`src/rtl/bcd_disp_pkg.sv`:
```
// ---------------------------------------------------------------------------
// bcd_disp_pkg
// Shared constants for the multiplexed 4-digit seven-segment display driver.
//   - DIV_DEFAULT     : default clock cycles per digit slot
//   - SEG_*           : active-low segment patterns, bit order {g,f,e,d,c,b,a}
//   - slot_t          : digit slot index (0 = least significant digit)
//   - slot_enable()   : active-low one-cold digit enable for a slot
// ---------------------------------------------------------------------------
package bcd_disp_pkg;

   localparam int DIV_DEFAULT = 50000;

   localparam logic [6:0] SEG_0     = 7'h40;
   localparam logic [6:0] SEG_1     = 7'h79;
   localparam logic [6:0] SEG_2     = 7'h24;
   localparam logic [6:0] SEG_3     = 7'h30;
   localparam logic [6:0] SEG_4     = 7'h19;
   localparam logic [6:0] SEG_5     = 7'h12;
   localparam logic [6:0] SEG_6     = 7'h02;
   localparam logic [6:0] SEG_7     = 7'h78;
   localparam logic [6:0] SEG_8     = 7'h00;
   localparam logic [6:0] SEG_9     = 7'h10;
   localparam logic [6:0] SEG_DASH  = 7'h3F;
   localparam logic [6:0] SEG_BLANK = 7'h7F;

   typedef logic [1:0] slot_t;

   function automatic logic [3:0] slot_enable(input slot_t s);
      return ~(4'b0001 << s);
   endfunction

endpackage

```
`src/rtl/bcd_to_sseg.sv`:
```
// ---------------------------------------------------------------------------
// bcd_to_sseg
// Combinational BCD to seven-segment decoder (active-low segments).
//   bcd : in  4  digit value; 10..15 are shown as a dash
//   seg : out 7  segment pattern {g,f,e,d,c,b,a}, 0 = segment lit
// ---------------------------------------------------------------------------
module bcd_to_sseg
   import bcd_disp_pkg::*;
(
   input  logic [3:0] bcd,
   output logic [6:0] seg
);

   always_comb begin
      seg = SEG_DASH;
      case (bcd)
         4'd0:    seg = SEG_0;
         4'd1:    seg = SEG_1;
         4'd2:    seg = SEG_2;
         4'd3:    seg = SEG_3;
         4'd4:    seg = SEG_4;
         4'd5:    seg = SEG_5;
         4'd6:    seg = SEG_6;
         4'd7:    seg = SEG_7;
         4'd8:    seg = SEG_8;
         4'd9:    seg = SEG_9;
         default: seg = SEG_DASH;
      endcase
   end

endmodule

```
`src/rtl/bcd_disp_mux.sv`:
```
// ---------------------------------------------------------------------------
// bcd_disp_mux
// Time-multiplexed driver for a 4-digit common-anode seven-segment display.
// Digits are snapshotted once per frame so a digit never tears mid-scan,
// leading zeros can be blanked, and all display outputs are registered.
//   clk            : in  1  system clock
//   rst            : in  1  asynchronous reset, active-low
//   d3,d2,d1,d0    : in  4  BCD digits, d3 most significant
//   dp_in          : in  4  decimal-point request, bit i for digit i
//   an             : out 4  digit enables, active-low one-cold
//   sseg           : out 8  segments, active-low {dp,g,f,e,d,c,b,a}
// ---------------------------------------------------------------------------
module bcd_disp_mux
   import bcd_disp_pkg::*;
#(
   parameter int DIV      = DIV_DEFAULT,
   parameter bit BLANK_LZ = 1'b1
)(
   input  logic       clk,
   input  logic       rst,
   input  logic [3:0] d3,
   input  logic [3:0] d2,
   input  logic [3:0] d1,
   input  logic [3:0] d0,
   input  logic [3:0] dp_in,
   output logic [3:0] an,
   output logic [7:0] sseg
);

   localparam int PW = $clog2(DIV);

   logic [PW-1:0] prescaler;
   slot_t         slot;
   logic [3:0]    digit_shadow [4];
   logic [3:0]    dp_shadow;
   logic          load_pending;

   logic [3:0]    d_in [4];
   logic          tc;
   logic          frame_load;
   logic [3:1]    lead_zero;
   logic          blank;
   logic [3:0]    cur_digit;
   logic [6:0]    cur_seg;

   assign d_in[0] = d0;
   assign d_in[1] = d1;
   assign d_in[2] = d2;
   assign d_in[3] = d3;

   assign tc = (prescaler == PW'(DIV - 1));
   // Snapshot right out of reset, then only as slot 3 hands over to slot 0.
   assign frame_load = load_pending | (tc & (slot == 2'd3));

   // lead_zero[i]: shadow digits i..3 are all zero.
   assign lead_zero[3] = (digit_shadow[3] == 4'd0);
   generate
      for (genvar gi = 1; gi < 3; gi++) begin : g_lz
         assign lead_zero[gi] = lead_zero[gi+1] & (digit_shadow[gi] == 4'd0);
      end
   endgenerate

   always_comb begin
      blank = 1'b0;
      case (slot)
         2'd1:    blank = lead_zero[1];
         2'd2:    blank = lead_zero[2];
         2'd3:    blank = lead_zero[3];
         default: blank = 1'b0;   // units digit is always shown
      endcase
      if (!BLANK_LZ) blank = 1'b0;
   end

   assign cur_digit = digit_shadow[slot];

   bcd_to_sseg u_dec (
      .bcd (cur_digit),
      .seg (cur_seg)
   );

   // Scan timing and digit snapshot.
   always_ff @(posedge clk or negedge rst) begin
      if (!rst) begin
         prescaler    <= '0;
         slot         <= 2'd0;
         dp_shadow    <= 4'd0;
         load_pending <= 1'b1;
         for (int i = 0; i < 4; i++) digit_shadow[i] <= 4'd0;
      end else begin
         load_pending <= 1'b0;
         prescaler    <= tc ? '0 : prescaler + PW'(1);
         if (tc) slot <= slot + 2'd1;
         if (frame_load) begin
            dp_shadow <= dp_in;
            for (int i = 0; i < 4; i++) digit_shadow[i] <= d_in[i];
         end
      end
   end

   // Registered display outputs. While the first snapshot is still pending
   // the display stays dark, so the first lit digit already shows real data.
   always_ff @(posedge clk or negedge rst) begin
      if (!rst) begin
         an   <= 4'hF;
         sseg <= 8'hFF;
      end else if (load_pending) begin
         an   <= 4'hF;
         sseg <= 8'hFF;
      end else begin
         an   <= slot_enable(slot);
         sseg <= {~dp_shadow[slot], (blank ? SEG_BLANK : cur_seg)};
      end
   end

endmodule

```
`config.mk`:
```
export PLATFORM = sky130hd
export DESIGN_NAME = bcd_disp_mux
export DESIGN_NICKNAME = d
export VERILOG_FILES = /design/src/rtl/bcd_disp_pkg.sv /design/src/rtl/bcd_to_sseg.sv /design/src/rtl/bcd_disp_mux.sv
export SDC_FILE = /design/constraint.sdc
export NUM_CORES = 1
export LEC_CHECK = 0
export ABC_AREA = 1
export BUFFER_PORTS_ARGS = -buffer_cell sky130_fd_sc_hd__buf_2
export CORE_ASPECT_RATIO = 1.5
export CORE_MARGIN = 2
export CORE_UTILIZATION = 62
export CTS_CLUSTER_SIZE = 30
export DETAILED_ROUTE_END_ITERATION = 6
export PLACE_DENSITY = 0.85
export SLEW_MARGIN = 15
export SYNTH_ARGS = -nofsm -noshare
export SYNTH_HDL_FRONTEND = slang
export SYNTH_SLANG_ARGS = --single-unit
```
`constraint.sdc`:
```
create_clock -name clk -period 3.9 [get_ports clk]
set_input_delay 0.195 -clock clk [delete_from_list [all_inputs] [get_ports clk]]
set_output_delay 0.195 -clock clk [all_outputs]
set_load 0.05 [all_outputs]
```
==> run_results.csv <==
group,metric,value,unit
run_status,status,"completed",
timing,fmax,0.508,GHz
timing,slew_headroom,58.8,%
global_routing,antenna_found_initial,0,
worst_hold_path,hp-start,"d1[1]",
global_routing,grt_use_total,24.0,%
setup_path,worstPathArrival,2.22,ns
cts,clock_sinks,51,
drt,drt_iter0_markers,75,
setup_path,path_class,"reg -> reg",
synth,post_synth_num_cell_types,28,
timing,worst_pin_slew,0.618,ns
cts,cts_tree,"done",
power,p_per_area,354,nW/um^2
drt,drc,0,
synth,yosys.area_share.simple,32.7,%
die,ios,34,
synth,synth_edf_count,0,
drt,vias,2140,
timing,hold_violations,0,
synth,synth_area,2610,sq um
job,drv_cap,0,
die,num_rows,28,
worst_hold_path,min_path_cells,3,
synth,netlist_top_cells_count,"nand2_1 (103), nand3_1 (46), dfrtp_1 (38), nor2_1 (25), inv_1 (22)",
synth,synth.most_common_cell,"nand2_1",
worst_hold_path,hold_class,"in -> reg",
synth,synth_top_area_share,36.5,%
cells_and_area,finish.utilization,71.9,%
synth,synthFlopType,"dfrtp_1",
timing,fin_tns_setup,0,ns
synth,yosys.area_share.adder,5.28,%
timing,fin_crit_sh,50.5,%
cts,clockBufferDepth,2,
die,core_area,3990,sq um
drt,post_drt_via_cell_ratio,5.39,
setup_path,critPathLaunchType,"register",
synth,yosysSeqAreaShare,49.6,%
synth,ys_warn_count,0,
die,die_h,83.4,microns
drt,wl_per_cell,13.3,microns
die,die_w,57.0,microns
setup_path,r2r_end,"digit_shadow[11]",
placement,place_congestion,0.861,
cells_and_area,final_nets,384,
placement,hpwlAfterDp,3810,microns
synth,syn_nets,350,
cts,cts_setup_buffers,0,
global_routing,grt_max_degree,52,
synth,ys_ff_latch,51,
global_routing,grt_pass1_wl,9000,microns
synth,synth.avg_cell_area,8.23,sq um
cells_and_area,diodes,0,
synth,syn_inst,317,
setup_path,required,4.15,ns
timing,skew,0.0119,ns
setup_path,r2r_cells,9,
setup_path,cp-end-kind,"register",
timing,maxSlewViolCount,0,
synth,netlist.top_cell.by_area,"dfrtp_1",
setup_path,reg2reg_setup_slack,1.93,ns
synth,synth_compound_area_share,3.07,%
synth,synth_area_leaders,"dfrtp_1 (36%), nand2_1 (15%), dfstp_2 (13%)",
setup_path,worst_r2r_startpoint,"prescaler[0]",
die,start_util,65.3,%
cells_and_area,area_growth,10.1,%
cts,cts_made_buffers,5,
cts,htreeDepth,2,
synth,async_reset_ff_share,100,%
power,p_leak,1.47,nW
cells_and_area,layout-drive-gt1-share,20.7,%
synth,synth_top_family_by_area,"simple AND/OR/NAND/NOR gates",
drt,drt-pass1-iter-count,4,
cts,clock_latency,0.31,ns
timing,setup_viol,0,
timing,min_period,1.97,ns
drt,drt_wl_total,5270,microns
drt,ant_nets,0,
timing,rsz0062_at_grt,"no",
global_routing,overflow,0,
cts,clk_pin_slew,0.09,ns
power,ir_worst_vdd,388,uV
die,dieArea,4750,sq um
worst_hold_path,hold_end,"digit_shadow[9]",
synth,synth-xor-area-share,2.35,%
placement,io_buffers,33,
cts,cts_root_buf,"clkbuf_8",
synth,synthMuxAreaShare,0,%
setup_path,path_max_fanout,21,
global_routing,grt_pass1_vias,2165,
[report_power, final]
group / total (mW) / switching [mW] / internal, mW
Sequential: 0.581 / 0.0178 / 0.564
Clock: 0.299 / 0.173 / 0.126
Combinational: 0.137 / 0.0943 / 0.0427
Total: 1.02 / 0.285 / 0.732
[worst max-delay path by stage]
stage / startpoint / endpoint / cells past startpoint
6_report: prescaler[0] / digit_shadow[11] / 9
3_5_place_dp: prescaler[0] / digit_shadow[11] / 9
3_3_place_gp: slot[0] / digit_shadow[15] / 5
4_1_cts: prescaler[0] / digit_shadow[11] / 9
5_1_grt: prescaler[0] / digit_shadow[6] / 9
2_1_floorplan: slot[0] / sseg[5] / 10
[routing by layer]
metal / wire length (microns) / vias to the layer above / global-route usage, % / part of all wire, %
li1: - / 1063 / - / -
met1: 2070 / 996 / 26.1 / 39
met2: 2810 / 51 / 41.5 / 53
met3: 151 / 30 / 4.98 / 2.9
met4: 242 / 0 / 14.6 / 4.6
met5: 0 / - / 0 / 0
[cell type report]
cell class	count	area [sq um]
Clock buffer	6	72.6
Clock inverter	2	12.5
Timing Repair Buffer	35	185
Tap cell	45	56.3
Multi-Input combinational cell	227	1140
Inverter	31	116
Fill cell	312	1120
Sequential cell	51	1290
[critical path: stages, from the launching register on]
cell	delay, ns
dfrtp_1	0.40
ha_1	0.19
nand2_1	0.08
inv_2	0.07
nand2_2	0.06
nor2_2	0.14
nand3_2	0.35
nand2_2	0.45
nand2_1	0.11
nand2_1	0.07
[state kept, by name, indices dropped and copies added, names as in the netlist]
signal / flops
digit_shadow: 16
prescaler: 16
sseg: 8
an: 4
dp_shadow: 4
slot: 2
load_pending: 1
[timing repair]
action | 4_1_cts | 5_1_grt
hold buffers | 0 | 1
endpoints found under the hold margin | 0 | 38
resized for setup | 0 | 0
[layout by cell type (no fill, tap or decap), types with 3 or more instances in the layout]
cell type / instances
nor3_1: 6
nand2_1: 103
ha_1: 11
dfstp_2: 13
inv_1: 22
buf_2: 32
nand3_1: 46
o21ai_0: 7
inv_2: 8
nand2_2: 4
dfrtp_1: 38
a21oi_1: 3
clkbuf_8: 5
nor2_1: 25
nand3_2: 3
xor2_1: 7
[through the flow]
stage	power (mW)	std cells	instance area, sq um	hold WS (ns)	worst slack [ns]
after floorplan	0.685	317	2610	-0.101	2.42
after global placement	0.725	388	2770	0.390	2.01
after detailed placement	0.728	388	2770	0.390	1.96
after CTS	1.02	396	2860	0.0663	1.92
after global routing	1.07	397	2870	0.0708	1.70
final	1.02	397	2870	0.0695	1.93
[cells by family (layout without fill, tap and decap cells)]
| family | Yosys count | count (layout) |
|---|---|---|
| xor gates and xnor gates | 7 | 7 |
| buffers and inverters | 39 | 74 |
| and+or+nand+nor | 195 | 195 |
| AOI/OAI and AO/OA | 13 | 13 |
| adders and majority gates | 11 | 11 |
| DFF | 51 | 51 |
| other | 1 | 1 |
Note: power is estimated with default switching activity, not from simulation.
